File: src/rtl/pu_pkg.sv
// pu_pkg: shared state encodings, PU phase encodings and drain-length helper for pu_seq
package pu_pkg;
  localparam logic [2:0] S_IDLE  = 3'd0;
  localparam logic [2:0] S_MAC   = 3'd1;
  localparam logic [2:0] S_DRAIN = 3'd2;
  localparam logic [2:0] S_BIAS  = 3'd3;
  localparam logic [2:0] S_WB    = 3'd4;
  localparam logic [2:0] S_DONE  = 3'd5;
  localparam logic [1:0] CAL_IDLE = 2'b00;
  localparam logic [1:0] CAL_MAC  = 2'b10;
  localparam logic [1:0] CAL_BIAS = 2'b11;
  function automatic int drain_cyc(input int rows, input int cols);
    return rows + cols - 1;
  endfunction
endpackage

File: src/rtl/pu_seq_cnt.sv
// pu_seq_cnt: loadable up-counter with terminal-count flag (clk, rst, ld/ld_val load, inc step, term compare value; cnt value, tc at term)
module pu_seq_cnt #(
  parameter int W = 8
) (
  input  logic         clk,
  input  logic         rst,
  input  logic         ld,
  input  logic [W-1:0] ld_val,
  input  logic         inc,
  input  logic [W-1:0] term,
  output logic [W-1:0] cnt,
  output logic         tc
);
  always_ff @(posedge clk or posedge rst)
    if (rst) cnt <= '0;
    else if (ld) cnt <= ld_val;
    else if (inc) cnt <= cnt + 1'b1;
  assign tc = cnt == term;
endmodule

File: src/rtl/pu_seq.sv
// pu_seq: layer/tile/K sequencer for a systolic PU (clk, rst, i_start + i_num_layers/i_num_tiles/i_k_len config, i_rd_vld/o_rd_req operand beats, o_wr_vld/i_wr_rdy writeback, o_en_tf/o_cal_state PU control, o_layer_state/o_tile_idx position, o_busy/o_done status)
module pu_seq
  import pu_pkg::*;
#(
  parameter int ROWS   = 5,
  parameter int COLS   = 5,
  parameter int CNT_BW = 8
) (
  input  logic              clk,
  input  logic              rst,
  input  logic              i_start,
  input  logic [2:0]        i_num_layers,
  input  logic [CNT_BW-1:0] i_num_tiles,
  input  logic [CNT_BW-1:0] i_k_len,
  input  logic              i_rd_vld,
  output logic              o_rd_req,
  input  logic              i_wr_rdy,
  output logic              o_wr_vld,
  output logic              o_en_tf,
  output logic [1:0]        o_cal_state,
  output logic [2:0]        o_layer_state,
  output logic [CNT_BW-1:0] o_tile_idx,
  output logic              o_busy,
  output logic              o_done
);
  localparam int DRAIN_CYC = drain_cyc(ROWS, COLS);
  localparam int DW = $clog2(DRAIN_CYC + 1);
  logic [2:0] state, nxt;
  logic [2:0] nl;
  logic [CNT_BW-1:0] nt, kl;
  logic start_ok, hs, k_tc, d_tc, t_tc, l_tc;
  logic [CNT_BW-1:0] k_unused;
  logic [DW-1:0] d_unused;
  assign start_ok = state == S_IDLE && i_start;
  assign hs = state == S_WB && i_wr_rdy;
  always_ff @(posedge clk or posedge rst)
    if (rst) begin
      state <= S_IDLE;
      nl <= '0;
      nt <= '0;
      kl <= '0;
    end else begin
      state <= nxt;
      if (start_ok) begin
        nl <= i_num_layers == '0 ? 3'd1 : i_num_layers;
        nt <= i_num_tiles == '0 ? CNT_BW'(1) : i_num_tiles;
        kl <= i_k_len == '0 ? CNT_BW'(1) : i_k_len;
      end
    end
  always_comb begin
    nxt = state;
    case (state)
      S_IDLE:  nxt = i_start ? S_MAC : S_IDLE;
      S_MAC:   nxt = i_rd_vld && k_tc ? S_DRAIN : S_MAC;
      S_DRAIN: nxt = d_tc ? S_BIAS : S_DRAIN;
      S_BIAS:  nxt = S_WB;
      S_WB:    nxt = !i_wr_rdy ? S_WB : t_tc && l_tc ? S_DONE : S_MAC;
      S_DONE:  nxt = S_IDLE;
      default: nxt = S_IDLE;
    endcase
  end
  // K and drain counters sit at zero outside their own state, so every entry starts fresh
  pu_seq_cnt #(.W(CNT_BW)) u_k (
    .clk(clk), .rst(rst), .ld(state != S_MAC), .ld_val('0),
    .inc(state == S_MAC && i_rd_vld), .term(kl - 1'b1), .cnt(k_unused), .tc(k_tc)
  );
  pu_seq_cnt #(.W(DW)) u_drain (
    .clk(clk), .rst(rst), .ld(state != S_DRAIN), .ld_val('0),
    .inc(state == S_DRAIN), .term(DW'(DRAIN_CYC - 1)), .cnt(d_unused), .tc(d_tc)
  );
  // the final handshake leaves tile/layer untouched so DONE still shows the last position
  pu_seq_cnt #(.W(CNT_BW)) u_tile (
    .clk(clk), .rst(rst), .ld(start_ok || (hs && t_tc && !l_tc)), .ld_val('0),
    .inc(hs && !t_tc), .term(nt - 1'b1), .cnt(o_tile_idx), .tc(t_tc)
  );
  pu_seq_cnt #(.W(3)) u_layer (
    .clk(clk), .rst(rst), .ld(start_ok), .ld_val('0),
    .inc(hs && t_tc && !l_tc), .term(nl - 3'd1), .cnt(o_layer_state), .tc(l_tc)
  );
  assign o_rd_req = state == S_MAC;
  assign o_en_tf = (state == S_MAC && i_rd_vld) || state == S_DRAIN || state == S_BIAS;
  assign o_wr_vld = state == S_WB;
  assign o_cal_state = state == S_MAC || state == S_DRAIN ? CAL_MAC :
                       state == S_BIAS || state == S_WB ? CAL_BIAS : CAL_IDLE;
  assign o_busy = state != S_IDLE;
  assign o_done = state == S_DONE;
endmodule

File: config.mk
export PLATFORM = sky130hd
export DESIGN_NAME = pu_seq
export DESIGN_NICKNAME = d
export VERILOG_FILES = /design/src/rtl/pu_pkg.sv /design/src/rtl/pu_seq_cnt.sv /design/src/rtl/pu_seq.sv
export SDC_FILE = /design/constraint.sdc
export NUM_CORES = 1
export LEC_CHECK = 0
export BUFFER_PORTS_ARGS = -buffer_cell sky130_fd_sc_hd__clkbuf_2
export CORE_AREA = 2 2 86 88
export CTS_BUF_LIST = sky130_fd_sc_hd__clkbuf_2 sky130_fd_sc_hd__clkbuf_4 sky130_fd_sc_hd__clkbuf_8
export CTS_CLUSTER_DIAMETER = 60
export DETAILED_ROUTE_END_ITERATION = 8
export DIE_AREA = 0 0 88 90
export HOLD_SLACK_MARGIN = 0.03
export PLACE_DENSITY_LB_ADDON = 0.15
export SLEW_MARGIN = 20
export SYNTH_ARGS = -nofsm -noshare
export SYNTH_HDL_FRONTEND = slang
export SYNTH_SLANG_ARGS = --single-unit
File: constraint.sdc
create_clock -name clk -period 3.81 [get_ports clk]
set_clock_uncertainty 0.05 [all_clocks]
set_input_delay 0.1905 -clock clk [delete_from_list [all_inputs] [get_ports clk]]
set_output_delay 0.1905 -clock clk [all_outputs]
set_load 0.01 [all_outputs]
==> results.py <==
metrics = {
    "logic_synthesis": {
        "synth_edf_count": 0,
        "postSynthAreaPerCell_um2": 9.655,
        "synth_cell_types": 53,
        "yosysSeqAreaShare_pct": 41.80,
        "ys.flop_type": "dfrtp_1",
        "synth_top_cells_by_area": "dfrtp_1 42%, xor2_1 7.2%, mux2_2 5.0%",
        "synth.largest_area_cell": "dfrtp_1",
        "syn_nets": 311,
        "async_flop_share_pct": 100.0,
        "syn_area_um2": 2694,
        "synthCells": 279,
        "synth_warnings": 0,
        "ys_ff_latch": 45,
        "synth_top_area_share_pct": 41.80,
    },
    "placement": {
        "hpwl_mm": 4.054,
        "place_congestion": 0.7448,
        "io_buffers": 41,
    },
    "floorplanning": {
        "num_rows": 31,
        "die_h_um": 90,
        "dieArea_um2": 7920,
        "initial_utilization_pct": 38.37,
        "floorplan.die.width_um": 88,
        "coreArea_um2": 7020,
        "boundaryPins": 42,
    },
    "pwr": {
        "swShare_pct": 36.27,
        "p_int_w": 0.001159,
        "peakVddDrop_uv": 255.6,
        "pwr-share-seq_pct": 41.3,
        "pwr-share-comb_pct": 37.9,
        "power.density_nw_per_um2": 586.9,
        "total_power_w": 0.001818,
        "power_switching_w": 0.0006595,
        "leakage_nw": 1.471,
        "p_clk_share_pct": 20.8,
    },
    "setup_path": {
        "crit_path_end_kind": "flip-flop",
        "reg2reg_to": "u_tile.cnt[2]",
        "r2r_start": "nt[0]",
        "start_kind": "flip-flop",
        "crit_required_ns": 3.95,
        "crit_path_max_fanout": 9,
        "crit_arrival_ns": 2.75,
        "critPathKind": "flip-flop to flip-flop",
        "r2r.worst_path.cells": 9,
        "reg2reg_slack_ns": 1.19,
    },
    "cts": {
        "cts_buffer_depth": 2,
        "clockRootBuffer": "clkbuf_8",
        "cts_sinks": 45,
        "cts_buffers": 5,
        "cts.reportedPaths.clkPinSlew_ns": 0.08,
        "clkLatencyLatePin_ns": 0.29,
        "htreeDepth": 2,
        "tritoncts": "yes",
    },
    "grt": {
        "grt_pass1_vias": 1962,
        "grt_pass1_wl_mm": 9.073,
        "grt_max_degree": 46,
        "grt_overflow": 0,
        "track_usage_pct": 14.39,
        "antenna_found_initial": 0,
    },
    "routing": {
        "finalWirelength_mm": 5.374,
        "drt-pass1-iter-count": 4,
        "avgViaCountPerCell": 5.038,
        "vias": 2101,
        "first_iter_violations": 95,
        "ant_nets": 0,
        "wl_per_cell_um": 12.89,
        "drc_errors": 0,
    },
    "sta": {
        "hold_viol": 0,
        "fin_crit_ns": 2.616,
        "relSlewSlack_pct": 62.58,
        "setup_viol": 0,
        "max_freq_mhz": 382.3,
        "maxSlewViolCount": 0,
        "setup_tns_ns": 0,
        "tightest_slew_ns": 0.5614,
        "post-route-period-util_pct": 68.66,
        "grt_setup_unrepaired": "false",
    },
    "finish": {
        "syn_to_final_growth_pct": 15.00,
        "nets": 349,
        "drive_above_1_share_pct": 23.90,
        "num_antenna_cells": 0,
    },
    "worst_hold_path": {
        "hold_depth": 3,
        "hp-class": "primary input to flip-flop",
        "worstHoldStart": "i_num_layers[1]",
        "holdPathEnd": "nl[1]",
    },
    "job": {
        "maxCapViolCount": 0,
    },
    "run_status": {
        "outcome": "finished clean",
    },
}
==> power by group through the flow <==
stage / registers (W) / logic (W) / clock network, W
final: 0.000751 / 0.000690 / 0.000377
after global routing: 0.000776 / 0.000791 / 0.000414
after CTS: 0.000755 / 0.000702 / 0.000389
after detailed placement: 0.000765 / 0.000698 / 0
after global placement: 0.000763 / 0.000688 / 0
after floorplan: 0.000705 / 0.000621 / 0
==> worst max-delay path by stage <==
stage	slack [ns]	depth (start not counted)	start	to
floorplan	1.40	10	nt[0]	u_tile.cnt[2]
global placement	1.27	9	nt[0]	u_tile.cnt[2]
detailed placement	1.20	9	nt[0]	u_tile.cnt[2]
CTS	1.20	9	nt[0]	u_tile.cnt[2]
global route	0.90	9	nt[0]	u_tile.cnt[3]
finish	1.19	9	nt[0]	u_tile.cnt[2]
==> cell usage after synthesis (2+ instances only) <==
library cell	n
dfrtp_1	45
buf_6	3
mux2i_1	3
inv_1	15
nor4_1	5
a21oi_1	5
and3b_1	3
nand3b_1	4
and2_1	3
or4_1	3
nand3_1	8
or3_1	4
nand2_1	21
o21ai_0	20
a211oi_1	3
nor2_1	28
mux2_2	12
xnor2_1	12
a22o_2	2
a21bo_2	2
xor2_1	22
and3_1	5
ha_1	8
nand4_1	6
clkbuf_1	8
a211o_1	2
==> state kept, by name, indices dropped and copies added (netlist names) <==
register	cells
kl	8
nl	3
nt	8
state	3
u_drain.cnt	4
u_k.cnt	8
u_layer.cnt	3
u_tile.cnt	8
==> worst max-delay path, cell delays in order, from the launching register on <==
cell,delay (ns)
dfrtp_1,0.42
inv_1,0.08
ha_1,0.30
o21bai_1,0.19
a211oi_1,0.30
o21ai_0,0.12
o21ai_1,0.39
a21oi_2,0.19
and3b_1,0.22
a211o_1,0.26
==> cell type report <==
class	instances	area, um^2
well taps	99	123.9
flip-flops and latches	45	1126
inverters	15	56.30
clock buffers	7	90.09
repair buffers	44	230.2
multi-input cells	206	1441
clock inverters	1	30.03
fillers	691	3923
==> metrics by stage <==
stage,hold slack (ns),utilization (%),area (um^2),setup WS [ns],std cells
finish,0.06437,44.13,3098,1.194,417
global route,0.06641,44.13,3098,0.9013,417
CTS,0.05795,44.13,3098,1.195,417
detailed placement,0.3042,42.27,2968,1.199,408
global placement,0.2993,42.27,2968,1.267,408
floorplan,0.2573,-,2694,1.403,279
==> metal layers <==
metal	vias up	routed length [um]	GRT usage, %
met1	1015	2398	18.67
met4	0	81	4.487
li1	1051	-	-
met5	-	0	0
met3	9	144	2.847
met2	26	2749	23.86
==> cells by family (layout without fill, tap and decap cells) <==
kind of cell / after synthesis / count (layout) / synth area share [%]
AND/OR/NAND/NOR: 100 / 100 / 19.65
buffers and inverters: 28 / 67 / 4.784
adder cells (fa/ha/maj): 8 / 8 / 3.716
flip-flops: 45 / 45 / 41.80
multiplexers: 15 / 15 / 6.131
XOR/XNOR: 34 / 34 / 11.05
AO/OA/AOI/OAI: 49 / 49 / 12.87
==> what timing repair did <==
action | in CTS | in global routing
hold buffers | 1 | 0
buffers inserted | 0 | 0
gates resized for setup | 0 | 0
hold endpoints to repair | 45 | 0
==> placed cells by master, fill, tap and decap left out, types with 2 or more instances in the layout <==
master    synthesis  routed
nand3_1           8       8
nor2_1           28      27
dfrtp_1          45      45
o21ai_0          20      20
inv_1            15      14
a21oi_1           5       5
nand3b_1          4       4
mux2i_1           3       3
nor2_2            1       2
buf_4             0       2
and3b_1           3       3
a211o_1           2       2
or4_1             3       3
and2_1            3       3
mux2_2           12      12
ha_1              8       8
or3_1             4       4
and3_1            5       5
clkbuf_2          0      41
clkbuf_8          0       6
nand2_1          21      21
a22o_2            2       2
nand4_1           6       6
a211oi_1          3       3
nor4_1            5       5
xnor2_1          12      12
xor2_1           22      22
a21bo_2           2       2
Power figures use the tool's default switching activity.
